### src/rtl/div_arbiter.sv
// Round-robin arbiter sharing one multi-cycle divider between two issue pipes.
// Latches the winner's operands, sequences start/annul, and returns the result with a done pulse.
`timescale 1ns/1ps

module div_arbiter #(
    parameter int unsigned KILL_DRAIN = 2,
    parameter bit          RR_INIT    = 1'b0
) (
    input  logic        clk,
    input  logic        resetn,

    input  logic        req0_i,
    input  logic        sign0_i,
    input  logic [31:0] a0_i,
    input  logic [31:0] b0_i,
    input  logic        kill0_i,
    output logic        done0_o,
    output logic        stall0_o,

    input  logic        req1_i,
    input  logic        sign1_i,
    input  logic [31:0] a1_i,
    input  logic [31:0] b1_i,
    input  logic        kill1_i,
    output logic        done1_o,
    output logic        stall1_o,

    output logic [63:0] res_o,
    output logic        busy_o,

    output logic        div_start_o,
    output logic        div_annul_o,
    output logic        div_signed_o,
    output logic [31:0] div_op1_o,
    output logic [31:0] div_op2_o,
    input  logic [63:0] div_result_i,
    input  logic        div_ready_i
);

    localparam int unsigned CW = (KILL_DRAIN > 2) ? $clog2(KILL_DRAIN) : 1;

    typedef enum logic [1:0] {
        S_IDLE  = 2'd0,
        S_BUSY  = 2'd1,
        S_DRAIN = 2'd2
    } state_t;

    state_t        r_state;
    state_t        w_state_nxt;
    logic          r_prio;
    logic          r_owner;
    logic          r_killed;
    logic          r_signed;
    logic [CW-1:0] r_cnt;
    logic [CW-1:0] w_cnt_nxt;
    logic [1:0]    r_done;
    logic [1:0]    w_done_nxt;
    logic [63:0]   r_res;
    logic [31:0]   r_op1;
    logic [31:0]   r_op2;

    logic [1:0]    w_req_vld;
    logic          w_grant;
    logic          w_grant_id;
    logic          w_owner_kill;
    logic          w_killed_nxt;
    logic          w_res_load;

    // A requester whose done is pulsing still shows the finished op's request; never re-grant it.
    assign w_req_vld    = {req1_i & ~kill1_i & ~r_done[1],
                           req0_i & ~kill0_i & ~r_done[0]};
    assign w_grant_id   = (&w_req_vld) ? r_prio : w_req_vld[1];
    assign w_owner_kill = r_owner ? kill1_i : kill0_i;

    always_comb begin
        // NOTE: every signal gets a default before the case so no path can infer a latch.
        w_state_nxt  = r_state;
        w_cnt_nxt    = r_cnt;
        w_done_nxt   = 2'b00;
        w_killed_nxt = r_killed;
        w_grant      = 1'b0;
        w_res_load   = 1'b0;

        case (r_state)
            S_IDLE: begin
                if (|w_req_vld) begin
                    w_grant     = 1'b1;
                    w_state_nxt = S_BUSY;
                end
            end
            S_BUSY: begin
                // Kill wins over a simultaneous ready: the result is dropped and the divider annulled.
                if (w_owner_kill) begin
                    w_state_nxt  = S_DRAIN;
                    w_cnt_nxt    = CW'(KILL_DRAIN - 1);
                    w_killed_nxt = 1'b1;
                end else if (div_ready_i) begin
                    w_state_nxt  = S_DRAIN;
                    w_cnt_nxt    = '0;
                    w_killed_nxt = 1'b0;
                    w_res_load   = 1'b1;
                end
            end
            S_DRAIN: begin
                if (r_cnt == '0) begin
                    w_state_nxt         = S_IDLE;
                    w_done_nxt[r_owner] = ~r_killed;
                end else begin
                    w_cnt_nxt = r_cnt - CW'(1);
                end
            end
            default: begin
                w_state_nxt = S_IDLE;
            end
        endcase
    end

    // NOTE: sequential state uses non-blocking assignments only, so every register samples pre-edge values.
    always_ff @(posedge clk) begin
        // NOTE: every register is cleared by reset; there is no storage array here that could skip it.
        if (!resetn) begin
            r_state  <= S_IDLE;
            r_prio   <= RR_INIT;
            r_owner  <= 1'b0;
            r_killed <= 1'b0;
            r_cnt    <= '0;
            r_done   <= 2'b00;
            r_res    <= '0;
            r_op1    <= '0;
            r_op2    <= '0;
            r_signed <= 1'b0;
        end else begin
            r_state  <= w_state_nxt;
            r_cnt    <= w_cnt_nxt;
            r_done   <= w_done_nxt;
            r_killed <= w_killed_nxt;
            if (w_grant) begin
                r_owner  <= w_grant_id;
                r_prio   <= ~w_grant_id;
                r_op1    <= w_grant_id ? a1_i    : a0_i;
                r_op2    <= w_grant_id ? b1_i    : b0_i;
                r_signed <= w_grant_id ? sign1_i : sign0_i;
            end
            if (w_res_load) begin
                r_res <= div_result_i;
            end
        end
    end

    assign busy_o       = (r_state != S_IDLE);
    assign div_start_o  = (r_state == S_BUSY);
    assign div_annul_o  = (r_state == S_DRAIN) & r_killed;
    assign div_signed_o = r_signed;
    assign div_op1_o    = r_op1;
    assign div_op2_o    = r_op2;
    assign res_o        = r_res;
    assign done0_o      = r_done[0];
    assign done1_o      = r_done[1];
    assign stall0_o     = req0_i & ~r_done[0];
    assign stall1_o     = req1_i & ~r_done[1];

endmodule

### config.mk
export PLATFORM = sky130hd
export DESIGN_NAME = div_arbiter
export DESIGN_NICKNAME = d
export VERILOG_FILES = /design/src/rtl/div_arbiter.sv
export SDC_FILE = /design/constraint.sdc
export NUM_CORES = 1
export LEC_CHECK = 0
export CAP_MARGIN = 20
export CORE_MARGIN = 3
export CORE_UTILIZATION = 33
export CTS_CLUSTER_SIZE = 8
export DETAILED_ROUTE_END_ITERATION = 8
export PLACE_DENSITY = 0.78
export SKIP_CTS_REPAIR_TIMING = 1
export SYNTH_ARGS = -nofsm -noshare
export SYNTH_HDL_FRONTEND = slang
export SYNTH_SLANG_ARGS = --single-unit
### constraint.sdc
create_clock -name clk -period 1.65 [get_ports clk]
set_input_delay 0.495 -clock clk [delete_from_list [all_inputs] [get_ports clk]]
set_output_delay 0.495 -clock clk [all_outputs]
set_load 0.05 [all_outputs]
==> summary.md <==
| Metric | Value |
|---|---|
| Synthesized cell area | `slightly above 0.005 sq mm` |
| Critical path's top delay family | `buffers and inverters` |
| XOR/XNOR Fraction of Synth Area | `0%` |
| Worst IR drop on VDD | `approximately 0.86 mV` |
| Clk sinks | `around 140` |
| #FFs+latches synth | `roughly 140` |
| Leak pwr | `about 0.0045 uW` |
| Chip height | `between 100 and 150 um` |
| YS warnings | `0` |
| Worst path depth | `9` |
| Sequential fraction of the synthesis area | `between 50% and 60%` |
| Crit-path slowest cell | `a221o_1` |
| Most frequent cell after synthesis | `dfxtp_1` |
| Diode count | `0` |
| Post-synthesis cell count | `between 500 and 600` |
| Critical path origin | `r_state[1]` |
| Final period utilization | `115.2%` |
| Drt wl/cell | `~21 um` |
| Syn_nets | `750` |
| Worst Setup EP | `div_op2_o[23]` |
| Clock root cell | `clkbuf_16` |
| Setup WS post-layout | `-250.1 ps` |
| Setup_tns | `-13,980 ps` |
| CP Class | `flip-flop to flip-flop` |
| Dpl hpwl | `about 16,000 um` |
| Top Ports | `around 340` |
| Total gr overflow | `0` |
| Main combinational cell family by area after synthesis | `compound AO/OA/AOI/OAI gates` |
| Min cycle time layout | `between 1500 and 2000 ps` |
| Hold_ws | `~490 ps` |
| Unrepaired setup endpoints after global routing | `yes` |
| DRC | `0` |
| DR vias/cell | `a little over 5` |
| Synth area leaders | `dfxtp_1 (53%), a221o_1 (13%), nand2_1 (9.7%)` |
| GRT Total Usage | `23.61%` |
| Async set or reset register ratio after synthesis | `0%` |
| # setup viols final | `70` |
| Die Wd | `between 100 and 150 um` |
| Clock insertion delay at the later pin of the skew report | `roughly 420 ps` |
| Port bufs | `336` |
| Worst EP arrival | `roughly 2200 ps` |
| Worst min-delay path category | `flip-flop to flip-flop` |
| Biggest cell delay along the critical path | `about 350 ps` |
| EDFF count, synth | `0` |
| Layout cells sized above 1 | `roughly 29%` |
| Syn_area_per_cell | `9.402 sq um` |
| First-pass GRT wire length | `between 30,000 and 40,000 um` |
| Initial Utilization | `between 30% and 40%` |
| Pin count of the biggest net entering global routing | `between 60 and 70` |
| Worst slew pin tran | `between 700 and 800 ps` |
| Mux contribution to synthesized area | `less than 1%` |
| Failing checks | `negative setup slack` |
| DRT iter0 DRCs | `261` |
| CTS tree | `done` |
| Slew Limit Fails | `0` |
| Clock Skew | `a little over 7 ps` |
| Area grow syn2layout | `123.6%` |
| Slew HR | `a little under half` |
| Adder-Cell Fraction of Synth Area | `less than 1%` |
| Cell Rows | `44` |
| Vias in the first global route | `approximately 5,700` |
| RePlAce Congestion | `slightly above 0.8` |
| Crit path cell chain | `inv_2 > ha_4 > and4bb_2 > buf_6 > o21ai_4 > nor2_4 > buf_12 > clkbuf_16 > a221o_1` |
| Post-synth top area share | `53.42%` |
| Maximum clock rate | `0.5263 GHz` |
| H-tree Lvls | `4` |
| Clock Path Buffers | `2` |
| Non-Filler Instances | `roughly 1,100` |
| Die area | `approximately 0.017 sq mm` |
| Max-cap violations | `0` |
| DR pass1 iterations | `4` |
| Reg2Reg Depth | `9` |
| Via Count | `roughly 5,700` |
| CP bufs+invs | `4` |
| Post-synthesis compound-gate area fraction | `between 20% and 30%` |
| Placed cells | `1,063` |
| Area leader, netlist | `dfxtp_1` |
| R2R Setup Slk | `-250 ps` |
| Final-stage net count | `roughly 1,100` |
| Num CTS Buffers | `17` |
| Post-Synth Simple-Gate Area | `between 10% and 20%` |
| Antenna-violating nets left | `0` |
| CP Launch Type | `flip-flop` |
| Initial antenna violation count | `0` |
| Crit path required time | `1950 ps` |
| CP Max Fanout | `8` |
| Worst setup EP type | `flip-flop` |
| Synth unique cells | `31` |
| Prevailing post-synth register cell | `dfxtp_1` |
| Final hold vios | `0` |
| Synth cell count leaders | `dfxtp_1 (137), nand2_1 (132), a21oi_1 (68), a221o_1 (66), and2_1 (66)` |
| Launching point of the worst reg2reg path | `r_state[1]` |
| Outcome | `finished with violations` |
| Core Area | `around 0.015 sq mm` |
| Reg2reg end | `div_op2_o[23]` |
| Routed WL | `23,420 um` |
| Pwr Density | `1011 mW/mm^2` |
| Clock transition at the registers of the reported paths | `roughly 60 ps` |
[sequential cells by signal, indices dropped and copies added (netlist names)]
register / count
r_prio: 1
r_done: 2
div_signed_o: 1
r_cnt: 1
div_op2_o: 32
r_state: 2
res_o: 64
r_killed: 1
r_owner: 1
div_op1_o: 32
[cells in the final DEF, fill, tap and decap left out, drive strengths merged, types with 3 or more instances in the layout]
master         Yosys  final
a21oi             68     68
a221o             66     66
and2              66     66
buf               30    186
bufinv             0      3
clkbuf            11     26
clkdlybuf4s50      0    196
clkinv             0      6
clkinvlp           0      3
dfxtp            137    137
dlymetal6s2s       0      4
ha                 3      3
inv                6      8
nand2            132    132
nor2               6      6
o21ai              4      4
[worst min-delay path by stage]
| stage | startpoint | end | slack [ps] | cells after the start |
|---|---|---|---|---|
| 2_1_floorplan | r_owner | r_done[0] | 430 | 1 |
| 3_3_place_gp | r_killed | r_done[0] | 470 | 1 |
| 3_5_place_dp | r_killed | r_done[1] | 480 | 1 |
| 4_1_cts | r_killed | r_done[1] | 490 | 1 |
| 5_1_grt | res_o[0] | res_o[0] | 510 | 2 |
| 6_report | res_o[26] | res_o[26] | 490 | 2 |
[per-layer routing]
metal / GRT usage, % / vias to the layer above / part of all wire (%)
met5: 0 / - / 0
li1: - / 2661 / -
met1: 25.21 / 2694 / 36
met3: 9.715 / 59 / 8.9
met2: 41.31 / 270 / 52
met4: 9.679 / 0 / 3.6
[kinds of logic (layout without fill, tap and decap cells)]
logic type,Yosys count,in the layout
AO/OA/AOI/OAI,143,143
adder cells (fa/ha/maj),3,3
buffers and inverters,47,432
flip-flops,137,137
multiplexers,1,1
AND/OR/NAND/NOR,215,215
[cell type report]
type                       count  area [sq um]
clock buffer                  18         439.2
clock inverter                14         171.4
fill                         904          3386
inverter                       6         25.02
multi-input combinational    362          2295
sequential                   137          2748
tap                          184         230.2
timing repair buffer         394          5570
[stage by stage]
stage	worst slack [ps]	utilization [%]	total power, uW	cell area [sq um]
floorplan	-101.5	-	5337	5179
global placement	-613.5	69.60	7354	10350
detailed placement	-665.4	69.60	7405	10350
CTS	-368.7	73.71	11370	10960
global route	-303.5	77.22	11990	11480
finish	-250.1	77.22	11600	11480
[worst register-to-register path: cells and delay by family (launching register included)]
kind | cells | cell delay, ps
AND/OR/NAND/NOR | 2 | 350
adder cells (fa/ha/maj) | 1 | 180
AO/OA/AOI/OAI | 2 | 420
buffers and inverters | 4 | 510
flip-flops | 1 | 330
[power breakdown]
group	total (uW)	switching, uW	internal (uW)
Sequential	3890	299	3590
Combinational	3760	1740	2020
Clock	3950	1530	2420
Total	11600	3570	8040
Power figures use the tool's default switching activity.
